--- src/rtl/sp_req_arbiter_pkg.sv ---
// Shared datapath types for the scratchpad request path: op codes, the packed
// FIFO word and the packing helpers used when a request is accepted.
package datapath_pkg;

    localparam int SP_WORD_W = 38;
    localparam int SP_NMAT   = 16;

    typedef enum logic [1:0] {
        LOAD  = 2'b01,
        STORE = 2'b10,
        GEMM  = 2'b11
    } sp_op_t;

    typedef struct packed {
        sp_op_t      op;
        logic [3:0]  mat;
        logic [31:0] payload;
    } sp_word_t;

    function automatic sp_word_t pack_mls(input logic [1:0]  ls,
                                          input logic [3:0]  rd,
                                          input logic [31:0] rs,
                                          input logic [10:0] imm);
        sp_word_t w;
        w.op      = sp_op_t'(ls);
        w.mat     = rd;
        w.payload = rs + {{21{imm[10]}}, imm};
        return w;
    endfunction

    // GEMM words carry new_weight in the top bit of the mat field, sources in payload[15:4].
    function automatic sp_word_t pack_gemm(input logic       new_weight,
                                           input logic [3:0] rs1,
                                           input logic [3:0] rs2,
                                           input logic [3:0] rs3,
                                           input logic [3:0] rd);
        sp_word_t w;
        w.op      = GEMM;
        w.mat     = {new_weight, 3'b000};
        w.payload = {16'h0000, rs1, rs2, rs3, rd};
        return w;
    endfunction

    function automatic logic [31:0] sat_inc(input logic [31:0] v, input logic en);
        logic [31:0] r;
        if (en && (v != 32'hFFFF_FFFF)) begin
            r = v + 32'd1;
        end else begin
            r = v;
        end
        return r;
    endfunction

endpackage

--- src/rtl/sp_req_arbiter_if.sv ---
// Request/FIFO bundle between the MLS/GEMM FUs, the arbiter and the scratchpad FIFO.
// SP_ARB_PERF_EN adds the two stall counter outputs.
interface sp_req_arbiter_if;

    logic                           mls_valid;
    logic [1:0]                     mls_ls;
    logic [3:0]                     mls_rd;
    logic [31:0]                    mls_rs;
    logic [10:0]                    mls_imm;
    logic                           mls_ready;
    logic                           gemm_valid;
    logic [3:0]                     gemm_rs1;
    logic [3:0]                     gemm_rs2;
    logic [3:0]                     gemm_rs3;
    logic [3:0]                     gemm_rd;
    logic                           gemm_new_weight;
    logic                           gemm_ready;
    logic                           flush;
    logic                           freeze;
    logic                           ld_done;
    logic [3:0]                     ld_done_rd;
    logic                           fifo_full;
    logic                           fifo_wen;
    logic [datapath_pkg::SP_WORD_W-1:0] fifo_wdata;
`ifdef SP_ARB_PERF_EN
    logic [31:0]                    perf_full_stall;
    logic [31:0]                    perf_hazard_stall;
`endif

    modport master (
        output mls_valid, mls_ls, mls_rd, mls_rs, mls_imm,
        output gemm_valid, gemm_rs1, gemm_rs2, gemm_rs3, gemm_rd, gemm_new_weight,
        output flush, freeze, ld_done, ld_done_rd, fifo_full,
`ifdef SP_ARB_PERF_EN
        input  perf_full_stall, perf_hazard_stall,
`else
`endif
        input  mls_ready, gemm_ready, fifo_wen, fifo_wdata
    );

    modport slave (
        input  mls_valid, mls_ls, mls_rd, mls_rs, mls_imm,
        input  gemm_valid, gemm_rs1, gemm_rs2, gemm_rs3, gemm_rd, gemm_new_weight,
        input  flush, freeze, ld_done, ld_done_rd, fifo_full,
`ifdef SP_ARB_PERF_EN
        output perf_full_stall, perf_hazard_stall,
`else
`endif
        output mls_ready, gemm_ready, fifo_wen, fifo_wdata
    );

endinterface

--- src/rtl/sp_req_arbiter_rr_arb2.sv ---
// Two-way round-robin arbiter; slot 0 = MLS, slot 1 = GEMM. The last-grant
// register resets to slot 1 so slot 0 wins the first tie.
module rr_arb2 (
    input  logic       clk,
    input  logic       rst_n,
    input  logic       en_i,
    input  logic [1:0] req_i,
    output logic [1:0] grant_o
);

    logic last_q;
    logic last_d;
    logic [1:0] grant_s;

    // Grant selection: on a tie, the slot that did not win last time.
    always_comb begin
        grant_s = 2'b00;
        if (en_i) begin
            case (req_i)
                2'b01:   grant_s = 2'b01;
                2'b10:   grant_s = 2'b10;
                2'b11:   grant_s = last_q ? 2'b01 : 2'b10;
                default: grant_s = 2'b00;
            endcase
        end else begin
            grant_s = 2'b00;
        end
        if (grant_s[1]) begin
            last_d = 1'b1;
        end else if (grant_s[0]) begin
            last_d = 1'b0;
        end else begin
            last_d = last_q;
        end
    end

    // Last-grant state.
    always_ff @(posedge clk or negedge rst_n) begin
        if (!rst_n) begin
            last_q <= 1'b1;
        end else begin
            last_q <= last_d;
        end
    end

    assign grant_o = grant_s;

endmodule

--- src/rtl/sp_req_arbiter.sv ---
// Scratchpad request arbiter: one holding slot per requester, round-robin push
// into the scratchpad FIFO, pending-load scoreboard gating GEMM. Optional stall
// counters under SP_ARB_PERF_EN.
module sp_req_arbiter
    import datapath_pkg::*;
#(
    parameter int NMAT = SP_NMAT,
    parameter int WW   = SP_WORD_W
) (
    input  logic               CLK,
    input  logic               nRST,
    sp_req_arbiter_if.slave    bus
);

    logic            mls_hv_q, mls_hv_d;
    logic            gemm_hv_q, gemm_hv_d;
    sp_word_t        mls_word_q, mls_word_d;
    sp_word_t        gemm_word_q, gemm_word_d;
    logic [NMAT-1:0] sb_q, sb_d;
    logic            fifo_wen_q, fifo_wen_d;
    logic [WW-1:0]   fifo_wdata_q, fifo_wdata_d;

    logic            mls_acc_s, gemm_acc_s;
    logic            hazard_s, mls_elig_s, gemm_elig_s, arb_en_s;
    logic [1:0]      grant_s;

    assign bus.mls_ready  = !mls_hv_q  && !bus.freeze && !bus.flush;
    assign bus.gemm_ready = !gemm_hv_q && !bus.freeze && !bus.flush;
    assign mls_acc_s      = bus.mls_valid  && bus.mls_ready;
    assign gemm_acc_s     = bus.gemm_valid && bus.gemm_ready;

    assign hazard_s    = sb_q[gemm_word_q.payload[15:12]] |
                         sb_q[gemm_word_q.payload[11:8]]  |
                         sb_q[gemm_word_q.payload[7:4]];
    assign mls_elig_s  = mls_hv_q;
    assign gemm_elig_s = gemm_hv_q && !hazard_s;
    assign arb_en_s    = !bus.fifo_full && !bus.freeze && !bus.flush;

    rr_arb2 u_arb (
        .clk     (CLK),
        .rst_n   (nRST),
        .en_i    (arb_en_s),
        .req_i   ({gemm_elig_s, mls_elig_s}),
        .grant_o (grant_s)
    );

    // Next state for holders, push register and scoreboard.
    always_comb begin
        mls_hv_d     = mls_hv_q;
        gemm_hv_d    = gemm_hv_q;
        mls_word_d   = mls_word_q;
        gemm_word_d  = gemm_word_q;
        sb_d         = sb_q;
        fifo_wen_d   = 1'b0;
        fifo_wdata_d = fifo_wdata_q;

        if (bus.flush) begin
            mls_hv_d  = 1'b0;
            gemm_hv_d = 1'b0;
        end else if (grant_s[0]) begin
            mls_hv_d     = 1'b0;
            fifo_wen_d   = 1'b1;
            fifo_wdata_d = mls_word_q;
        end else if (grant_s[1]) begin
            gemm_hv_d    = 1'b0;
            fifo_wen_d   = 1'b1;
            fifo_wdata_d = gemm_word_q;
        end else begin
            fifo_wen_d = 1'b0;
        end

        if (mls_acc_s) begin
            mls_hv_d   = 1'b1;
            mls_word_d = pack_mls(bus.mls_ls, bus.mls_rd, bus.mls_rs, bus.mls_imm);
        end else begin
            mls_word_d = mls_word_q;
        end

        if (gemm_acc_s) begin
            gemm_hv_d   = 1'b1;
            gemm_word_d = pack_gemm(bus.gemm_new_weight, bus.gemm_rs1, bus.gemm_rs2,
                                    bus.gemm_rs3, bus.gemm_rd);
        end else begin
            gemm_word_d = gemm_word_q;
        end

        // Clear before set so a same-index collision leaves the bit set.
        if (bus.ld_done && !bus.freeze) begin
            sb_d[bus.ld_done_rd] = 1'b0;
        end else begin
            sb_d = sb_q;
        end
        if (grant_s[0] && (mls_word_q.op == LOAD)) begin
            sb_d[mls_word_q.mat] = 1'b1;
        end else begin
            sb_d = sb_d;
        end
    end

    // State and registered FIFO outputs.
    always_ff @(posedge CLK or negedge nRST) begin
        if (!nRST) begin
            mls_hv_q     <= 1'b0;
            gemm_hv_q    <= 1'b0;
            mls_word_q   <= '0;
            gemm_word_q  <= '0;
            sb_q         <= '0;
            fifo_wen_q   <= 1'b0;
            fifo_wdata_q <= '0;
        end else begin
            mls_hv_q     <= mls_hv_d;
            gemm_hv_q    <= gemm_hv_d;
            mls_word_q   <= mls_word_d;
            gemm_word_q  <= gemm_word_d;
            sb_q         <= sb_d;
            fifo_wen_q   <= fifo_wen_d;
            fifo_wdata_q <= fifo_wdata_d;
        end
    end

    assign bus.fifo_wen   = fifo_wen_q;
    assign bus.fifo_wdata = fifo_wdata_q;

`ifdef SP_ARB_PERF_EN
    logic [31:0] perf_full_q;
    logic [31:0] perf_hazard_q;
    logic        full_stall_s;
    logic        hazard_stall_s;

    assign full_stall_s   = (mls_elig_s || gemm_elig_s) && bus.fifo_full && !bus.freeze;
    assign hazard_stall_s = gemm_hv_q && hazard_s && !bus.freeze;

    // Saturating stall counters.
    always_ff @(posedge CLK or negedge nRST) begin
        if (!nRST) begin
            perf_full_q   <= 32'd0;
            perf_hazard_q <= 32'd0;
        end else begin
            perf_full_q   <= sat_inc(perf_full_q, full_stall_s);
            perf_hazard_q <= sat_inc(perf_hazard_q, hazard_stall_s);
        end
    end

    assign bus.perf_full_stall   = perf_full_q;
    assign bus.perf_hazard_stall = perf_hazard_q;
`else
    // Counters are not built in this configuration.
`endif

endmodule

--- src/flat_wrapper.sv ---
// flat-port wrapper written by rule: the top's interface ports become plain ports
module sp_req_arbiter_flat import datapath_pkg::*;
#(
    parameter int NMAT = SP_NMAT,
    parameter int WW   = SP_WORD_W
)
  (CLK, nRST, bus_mls_valid, bus_mls_ls, bus_mls_rd, bus_mls_rs, bus_mls_imm, bus_gemm_valid, bus_gemm_rs1, bus_gemm_rs2, bus_gemm_rs3, bus_gemm_rd, bus_gemm_new_weight, bus_flush, bus_freeze, bus_ld_done, bus_ld_done_rd, bus_fifo_full, bus_mls_ready, bus_gemm_ready, bus_fifo_wen, bus_fifo_wdata);
  sp_req_arbiter_if bus_i ();
  input  logic CLK;
  input  logic nRST;
  input wire logic [$bits(bus_i.mls_valid)-1:0] bus_mls_valid;
  input wire logic [$bits(bus_i.mls_ls)-1:0] bus_mls_ls;
  input wire logic [$bits(bus_i.mls_rd)-1:0] bus_mls_rd;
  input wire logic [$bits(bus_i.mls_rs)-1:0] bus_mls_rs;
  input wire logic [$bits(bus_i.mls_imm)-1:0] bus_mls_imm;
  input wire logic [$bits(bus_i.gemm_valid)-1:0] bus_gemm_valid;
  input wire logic [$bits(bus_i.gemm_rs1)-1:0] bus_gemm_rs1;
  input wire logic [$bits(bus_i.gemm_rs2)-1:0] bus_gemm_rs2;
  input wire logic [$bits(bus_i.gemm_rs3)-1:0] bus_gemm_rs3;
  input wire logic [$bits(bus_i.gemm_rd)-1:0] bus_gemm_rd;
  input wire logic [$bits(bus_i.gemm_new_weight)-1:0] bus_gemm_new_weight;
  input wire logic [$bits(bus_i.flush)-1:0] bus_flush;
  input wire logic [$bits(bus_i.freeze)-1:0] bus_freeze;
  input wire logic [$bits(bus_i.ld_done)-1:0] bus_ld_done;
  input wire logic [$bits(bus_i.ld_done_rd)-1:0] bus_ld_done_rd;
  input wire logic [$bits(bus_i.fifo_full)-1:0] bus_fifo_full;
  output wire logic [$bits(bus_i.mls_ready)-1:0] bus_mls_ready;
  output wire logic [$bits(bus_i.gemm_ready)-1:0] bus_gemm_ready;
  output wire logic [$bits(bus_i.fifo_wen)-1:0] bus_fifo_wen;
  output wire logic [$bits(bus_i.fifo_wdata)-1:0] bus_fifo_wdata;
  assign bus_i.mls_valid = bus_mls_valid;
  assign bus_i.mls_ls = bus_mls_ls;
  assign bus_i.mls_rd = bus_mls_rd;
  assign bus_i.mls_rs = bus_mls_rs;
  assign bus_i.mls_imm = bus_mls_imm;
  assign bus_i.gemm_valid = bus_gemm_valid;
  assign bus_i.gemm_rs1 = bus_gemm_rs1;
  assign bus_i.gemm_rs2 = bus_gemm_rs2;
  assign bus_i.gemm_rs3 = bus_gemm_rs3;
  assign bus_i.gemm_rd = bus_gemm_rd;
  assign bus_i.gemm_new_weight = bus_gemm_new_weight;
  assign bus_i.flush = bus_flush;
  assign bus_i.freeze = bus_freeze;
  assign bus_i.ld_done = bus_ld_done;
  assign bus_i.ld_done_rd = bus_ld_done_rd;
  assign bus_i.fifo_full = bus_fifo_full;
  assign bus_mls_ready = bus_i.mls_ready;
  assign bus_gemm_ready = bus_i.gemm_ready;
  assign bus_fifo_wen = bus_i.fifo_wen;
  assign bus_fifo_wdata = bus_i.fifo_wdata;
  sp_req_arbiter #(.NMAT(NMAT), .WW(WW)) u_core (.CLK(CLK), .nRST(nRST), .bus(bus_i));
endmodule
--- config.mk ---
export PLATFORM = sky130hd
export DESIGN_NAME = sp_req_arbiter_flat
export DESIGN_NICKNAME = d
export VERILOG_FILES = /design/src/rtl/sp_req_arbiter_pkg.sv /design/src/rtl/sp_req_arbiter_if.sv /design/src/rtl/sp_req_arbiter_rr_arb2.sv /design/src/rtl/sp_req_arbiter.sv /design/src/flat_wrapper.sv
export SDC_FILE = /design/constraint.sdc
export NUM_CORES = 1
export LEC_CHECK = 0
export CAP_MARGIN = 20
export CORE_MARGIN = 3
export CORE_UTILIZATION = 58
export CTS_CLUSTER_DIAMETER = 100
export DETAILED_ROUTE_END_ITERATION = 10
export DONT_BUFFER_PORTS = 1
export PLACE_DENSITY = 0.82
export REMOVE_ABC_BUFFERS = 1
export SLEW_MARGIN = 10
export SYNTH_ARGS = -nofsm -noshare
export SYNTH_HDL_FRONTEND = slang
export SYNTH_HIERARCHICAL = 1
export SYNTH_SLANG_ARGS = --single-unit
--- constraint.sdc ---
create_clock -name CLK -period 3.3 [get_ports CLK]
set_clock_uncertainty 0.2 [all_clocks]
set_input_delay 0.33 -clock CLK [delete_from_list [all_inputs] [get_ports CLK]]
set_output_delay 0.33 -clock CLK [all_outputs]
set_load 0.05 [all_outputs]
======== Yosys cells after proc, flatten, opt, wreduce, memory -nomap -nowiden ========
Index checks and enable logic that the tools add are counted.
operators by class
  $add $sub $neg .......................... 1
  $mul .................................... 0
  div/mod/pow operators ................... 0
  order comparisons ....................... 7
  equality and inequality tests ........... 5
  shifts and indexed selects .............. 0
  muxes and demuxes ....................... 28
  bitwise operators ....................... 6
  reduce and logical (&&, ||, !) cells .... 24
operator list
  cell                count
  $mux 38             2
  $add 32x32->32      1
  $mux 16             2
  $lt 4x5->1 const B  5
  $and 16x16->16      1
  $mux 1              16
  $not 16->16         1
  $or 16x16->16       1
  $logic_and 1x1->1   13
  $bmux 1 s4          3
  $demux 1 s4         2
  $ge 4x1->1 const B  2
  $logic_not 1->1     6
  $pmux 2 s3          1
  $reduce_bool 3->1   2
  $eq 2x1->1 const B  2
  $eq 2x2->1 const B  2
  $mux 2              2
  $reduce_and 2->1    2
  $ne 3x2->1 const B  1
  $or 1x1->1          2
  $reduce_bool 2->1   1
  $not 1->1           1
word-level totals
  bits in registers ....................... 114
  bits in latches ......................... 0
  bits in writable memories ............... 0
  memory bits (read-only) ................. 0
  input bits .............................. 78
  output and inout port bits .............. 41
  word-level logic and storage cells ...... 83
  memories kept ........................... 0

======== Depth between registers and ports, before layout ========
  depth after elaboration ................. 13
  mapped depth ............................ 12
  mapped depth without buffers ............ 9

======== Modules after synthesis ========
Netlist, hierarchy kept.
modules (own cells, without submodules)
  module          instances  cells each  area an instance (µm²)  seq. area each (µm²)
  sp_req_arbiter  1          631         6,417.4                 2,827.7
  rr_arb2         1          9           70.1                    26.3

======== Worst setup path after synthesis ========
No wires, ideal clock.
  kind .................................... register to register
  from .................................... reg u_core/gemm_word_q[8] in the netlist's numbering
  to ...................................... reg u_core.fifo_wdata_q[37], in the netlist u_core/bus.fifo_wdata[37]
  library setup time ...................... 0.083 ns
  arrival ................................. 3.201 ns
  data required time ...................... 3.017 ns
  path slack .............................. -0.184 ns
  stages on the path, launching flop included .. 12
  path buffers ............................ 4
  period minus slack after synthesis ...... 3.484 ns
  cell sequence ........................... dfrtp_1 clkbuf_1 mux4_2 mux4_2 nor4b_1 a21oi_1 clkbuf_1 o21ai_0 clkbuf_1 clkbuf_1 nand2_1 o21ai_0
between the ends
  longest elaborated chain between the ends .. 11
  elaborated cells between the ends (all ways) .. 14
  classes of those cells .................. eq/ne: 3; mux: 5; bitwise: 2; reduce/logical: 4
RTL lines
  element                                          line                          source
  start: declaration                               sp_req_arbiter.sv:18          sp_word_t gemm_word_q, gemm_word_d;
  start signal: assignment                         sp_req_arbiter.sv:114         gemm_word_q <= gemm_word_d;
  $bmux 1 s4 *                                     sp_req_arbiter.sv:33          sb_q[gemm_word_q.payload[11:8]] |
  $mux 1 (implied by the code) *                   sp_req_arbiter.sv:33
  $or 1x1->1 *                                     sp_req_arbiter.sv:32          assign hazard_s = sb_q[gemm_word_q.payload[15:12]] |
  $or 1x1->1 *                                     sp_req_arbiter.sv:33
  $logic_not 1->1 *                                sp_req_arbiter.sv:36          assign gemm_elig_s = gemm_hv_q && !hazard_s;
  $logic_and 1x1->1 *                              sp_req_arbiter.sv:36
  named net u_core.gemm_elig_s                     sp_req_arbiter.sv:24          logic hazard_s, mls_elig_s, gemm_elig_s, arb_en_s;
  $eq 2x2->1 / $eq 2x1->1 (equally long branches)  sp_req_arbiter_rr_arb2.sv:19  case (req_i)
  $pmux 2 s3 *                                     sp_req_arbiter_rr_arb2.sv:19
  $mux 2 *                                         sp_req_arbiter_rr_arb2.sv:18  if (en_i) begin
  named net u_core.grant_s[0]                      sp_req_arbiter.sv:25          logic [1:0] grant_s;
  $reduce_bool 2->1 (no source line)               -
  $reduce_and 2->1 (no source line)                -
  end signal: assignment                           sp_req_arbiter.sv:117         fifo_wdata_q <= fifo_wdata_d;
  end: declaration                                 sp_req_arbiter.sv:21          logic [WW-1:0] fifo_wdata_q, fifo_wdata_d;
Mark *: on every way through the listed nets, which the timed path passes. The rest lies on a longest branch. The select of a mux whose other input is x is not followed.
A chain may end at the register's enable or synchronous reset.

======== Worst setup path after layout ========
  from .................................... reg u_core/gemm_word_q[4] in the netlist's numbering
  to ...................................... reg u_core.fifo_wdata_q[2], in the netlist u_core/bus.fifo_wdata[2]
between the ends
  longest elaborated chain between the ends .. 10
  elaborated cells between the ends (all ways) .. 13
  classes of those cells .................. eq/ne: 3; mux: 5; bitwise: 1; reduce/logical: 4
RTL lines
  element                                          line                          source
  $bmux 1 s4 *                                     sp_req_arbiter.sv:34          sb_q[gemm_word_q.payload[7:4]];
  $mux 1 (implied by the code) *                   sp_req_arbiter.sv:34
  $or 1x1->1 *                                     sp_req_arbiter.sv:33
  $logic_not 1->1 *                                sp_req_arbiter.sv:36
  $logic_and 1x1->1 *                              sp_req_arbiter.sv:36
  named net u_core.gemm_elig_s                     sp_req_arbiter.sv:24
  $eq 2x2->1 / $eq 2x1->1 (equally long branches)  sp_req_arbiter_rr_arb2.sv:19
  $pmux 2 s3 *                                     sp_req_arbiter_rr_arb2.sv:19
  $mux 2 *                                         sp_req_arbiter_rr_arb2.sv:18
  named net u_core.grant_s[1]                      sp_req_arbiter.sv:25
  $reduce_bool 2->1 (no source line) *             -
  $reduce_and 2->1 (no source line) *              -
Marked as above.

==> results by group <==
Floorplanning
  • DIE HEIGHT: 112 um
  • CORE AREA: 0.0106 mm^2
  • Die Area: 0.0125 mm^2
  • Ports: 119
  • Row cnt: 37
  • Die width: 112 um
  • Initial Util: 61.2%

Logic synthesis
  • Number of enable flip-flop cells after synthesis: 0
  • Sequential area share after synthesis: 44.0%
  • Share of flip-flops with an asynchronous set or reset: 100%
  • Main synth FF type: dfrtp_1
  • Post-synthesis xor/xnor area fraction: 3.38%
  • Post-Synth Adder-Cell Area: 6.29%
  • Synth cell types: 65
  • Post-Syn Area: 0.00649 mm^2
  • Synthesized instance count: 640
  • Post-synthesis register bit count: 114
  • Yosys warnings: 6
  • Multiplexer area fraction after synthesis: 10.9%
  • Post-synthesis simple-gate area fraction: 13.1%
  • Compound-Gate Fraction of Synth Area: 19.7%
  • Avg Cell Area, Syn: 10.1 um^2
  • Main combinational cell family by area after synthesis: compound AO/OA/AOI/OAI gates

Global routing
  • Initial antenna violation count: 0
  • Vias in the first global route: 5,404
  • Overall routing resource usage: 28.0%
  • Global-route wire length before repair: 27.9 mm
  • GR Overflow Total: 0
  • Largest net degree at the start of global routing: 115

STA
  • Slew headroom: 45.8%
  • Setup violations, final: 0
  • Fmax: 0.316 GHz
  • Worst-margin pin slew: 813 ps
  • Final min period: 3160 ps
  • Final count of pins violating max slew: 0
  • Final Hold Viols: 0
  • RSZ-0062 raised after global routing: no
  • Period utilization: 95.8%

Power and ir drop
  • Switching Fraction: 36.2%
  • Total power per unit cell area: 651 mW/mm^2
  • Worst VDD drop: 0.428 mV
  • Int Pwr: 3.17 mW
  • P_sw: 1.80 mW
  • Part of the power in registers: 49.7%
  • Leakage: 3.41 nW
  • Clock power share: 32.9%
  • Combinational power share: 17.5%

Clock tree
  • Clk sink count: 114
  • Max H-tree Level: 4
  • CTS root buf: clkbuf_8
  • CTS max path bufs: 2
  • CTS Buf Count: 17
  • Clk slew on worst S/H paths: 60 ps
  • CTS tree: done
  • Clock Latency Late Sink: 510 ps

Route
  • DR WL/cell: 20.4 um
  • 1st-iter DRT viols: 442
  • Vias: 5,245
  • DR vias/cell: 6.31
  • DR pass1 iterations: 5
  • DRC viols: 0
  • ANT nets after route: 0
  • Final wirelength: 16.9 mm

Critical path
  • Register-to-Register Path Depth: 10
  • Crit Reg-Reg Endpoint: u_core/bus.fifo_wdata[2]
  • CP max FO: 26
  • Worst setup path startpoint: u_core/gemm_word_q[4]
  • Crit path capture: u_core/bus.fifo_wdata[2]
  • Kind of critical path: reg -> reg
  • Arrival @ worst endpoint: 3340 ps
  • CP Capture Type: flip-flop
  • Worst setup SP type: flip-flop
  • Reg-to-reg startpoint: u_core/gemm_word_q[4]
  • CP Data Required Time: 3480 ps
  • Worst reg2reg setup slack: 140 ps

Placement
  • Placer congestion estimate: 0.920
  • Dpl cell area: 0.00666 mm^2
  • HPWL Detailed: 12.2 mm
  • I/O Buffers: 0

Layout
  • N_diodes: 0
  • Layout cells sized above 1: 13.8%
  • Layout Nets: 793
  • Register area: 0.00286 mm^2
  • Fillers: 743
  • Multi-input gate area: 0.00350 mm^2
  • Fin area: 0.00763 mm^2
  • Layout area overhead: 17.6%
  • Fin util: 72.0%

Worst hold path
  • Min-Delay Path Class: in -> reg

Run
  • Max cap viols: 0

Outcome
  • Status: completed
-- layout make-up --
cell class,count,share of cell area (%)
Sequential cell,114,37.5
Timing Repair Buffer,54,7.05
Inverter,8,0.394
Clock inverter,6,0.722
Clock buffer,25,6.22
Multi-Input combinational cell,488,45.9
Tap cell,136,2.23
-- how the worst min path moves through the flow --
stage / end / startpoint / depth (start not counted)
2_1_floorplan: u_core/bus.fifo_wdata[0] / nRST / 0
3_3_place_gp: u_core/gemm_word_q[1] / nRST / 0
3_5_place_dp: u_core/gemm_word_q[1] / nRST / 0
4_1_cts: u_core/u_arb/last_q / bus_freeze / 3
5_1_grt: u_core/sb_q[11] / bus_ld_done / 3
6_report: u_core/u_arb/last_q / bus_freeze / 3
-- worst max-delay path: stages, from the launching register on --
cell and delay (ps):
dfrtp_2 460, mux4_2 540, mux4_2 490, nor4b_2 250
buf_4 160, nand2_1 60, a21oi_1 290, o21ai_4 100
buf_4 220, nand2_1 120, o21ai_0 110
-- power by group through the flow --
stage | Combinational, mW | Sequential, mW | Clock, mW
after global placement | 0.740 | 2.47 | 0
final | 0.867 | 2.47 | 1.63
after floorplan | 0.618 | 2.37 | 0
after detailed placement | 0.780 | 2.49 | 0
after global routing | 0.970 | 2.51 | 1.72
after CTS | 0.858 | 2.47 | 1.66
-- Yosys cell counts, types with 2 or more instances --
cell type | n | area, um^2
a21boi_0 | 2 | 15.0
a22o_1 | 20 | 175
nor2b_1 | 4 | 25.0
and2_1 | 4 | 25.0
xor2_1 | 16 | 140
a21oi_2 | 2 | 17.5
buf_4 | 4 | 30.0
clkbuf_1 | 22 | 82.6
a31o_2 | 3 | 26.3
nand2b_1 | 6 | 37.5
ha_1 | 31 | 388
a211oi_1 | 4 | 30.0
o31ai_1 | 4 | 30.0
nor3_1 | 8 | 40.0
a21oi_1 | 30 | 150
nor2_1 | 8 | 30.0
nor4b_1 | 2 | 17.5
nand3_1 | 13 | 65.1
dfrtp_1 | 113 | 2830
a21o_1 | 17 | 128
mux4_2 | 15 | 338
buf_1 | 2 | 7.51
or2_2 | 3 | 18.8
mux2_2 | 17 | 191
nand2_1 | 104 | 390
a211o_1 | 3 | 26.3
xnor2_1 | 9 | 78.8
mux2i_1 | 18 | 180
a31oi_1 | 2 | 12.5
nand4b_1 | 2 | 17.5
nand4_1 | 9 | 56.3
o211ai_1 | 4 | 30.0
o21a_1 | 5 | 37.5
o21ai_0 | 90 | 450
inv_1 | 8 | 30.0
and3_1 | 7 | 43.8
-- cell families (layout without fill, tap and decap cells) --
family,Yosys count,count (layout)
compound gates,201,201
simple gates,180,180
flops,114,114
mux,50,50
buf+inv,38,93
fa+ha+maj,32,32
xor+xnor,25,25
-- state kept, by name, summed over array words and instances, names as in the netlist --
signal	count
u_core/u_arb/last_q	1
u_core/mls_elig_s	1
u_core/sb_q	16
u_core/mls_word_q	38
u_core/bus.fifo_wdata	38
u_core/gemm_word_q	18
u_core/gemm_hv_q	1
u_core/bus.fifo_wen	1
-- metal layers --
layer,track usage [%],vias up,wire (um)
li1,-,2451,-
met5,0,-,0
met1,35.6,2543,7050
met4,10.6,0,442
met3,6.79,39,1140
met2,46.4,212,8300
-- cells in the final DEF (no fill, tap or decap), types with 5 or more instances in the layout --
cell,n
mux4_2,15
nand3_1,13
nand2_1,103
inv_1,8
ha_1,31
dfrtp_1,110
nand2b_1,6
a21oi_1,29
buf_4,12
a21o_1,17
o21ai_0,89
mux2_2,17
clkbuf_1,5
xnor2_1,9
o21a_1,5
and3_1,7
clkbuf_16,16
clkinv_2,5
xor2_1,16
nor3_1,6
nor2_1,8
mux2i_1,18
nand4_1,9
dlygate4sd3_1,40
a22o_1,20
-- metrics by stage --
step | hold slack [ps] | TNS [ps] | instances | setup slack, ps | power, mW
floorplan | -166 | -119160 | 610 | -2880 | 2.98
global placement | -162 | 0 | 759 | 154 | 3.21
detailed placement | -161 | 0 | 759 | 36.8 | 3.27
CTS | 1.25 | 0 | 831 | 44.2 | 4.98
global route | 40.4 | 0 | 831 | 27.6 | 5.20
finish | 33.7 | 0 | 831 | 138 | 4.97
-- repair_timing --
item	4_1_cts	5_1_grt
hold buffers	41	0
hold endpoints to repair	158	0
setup buffers	0	0
gates resized for setup	0	4
setup endpoints to repair	0	38
Note: power is estimated with default switching activity, not from simulation.
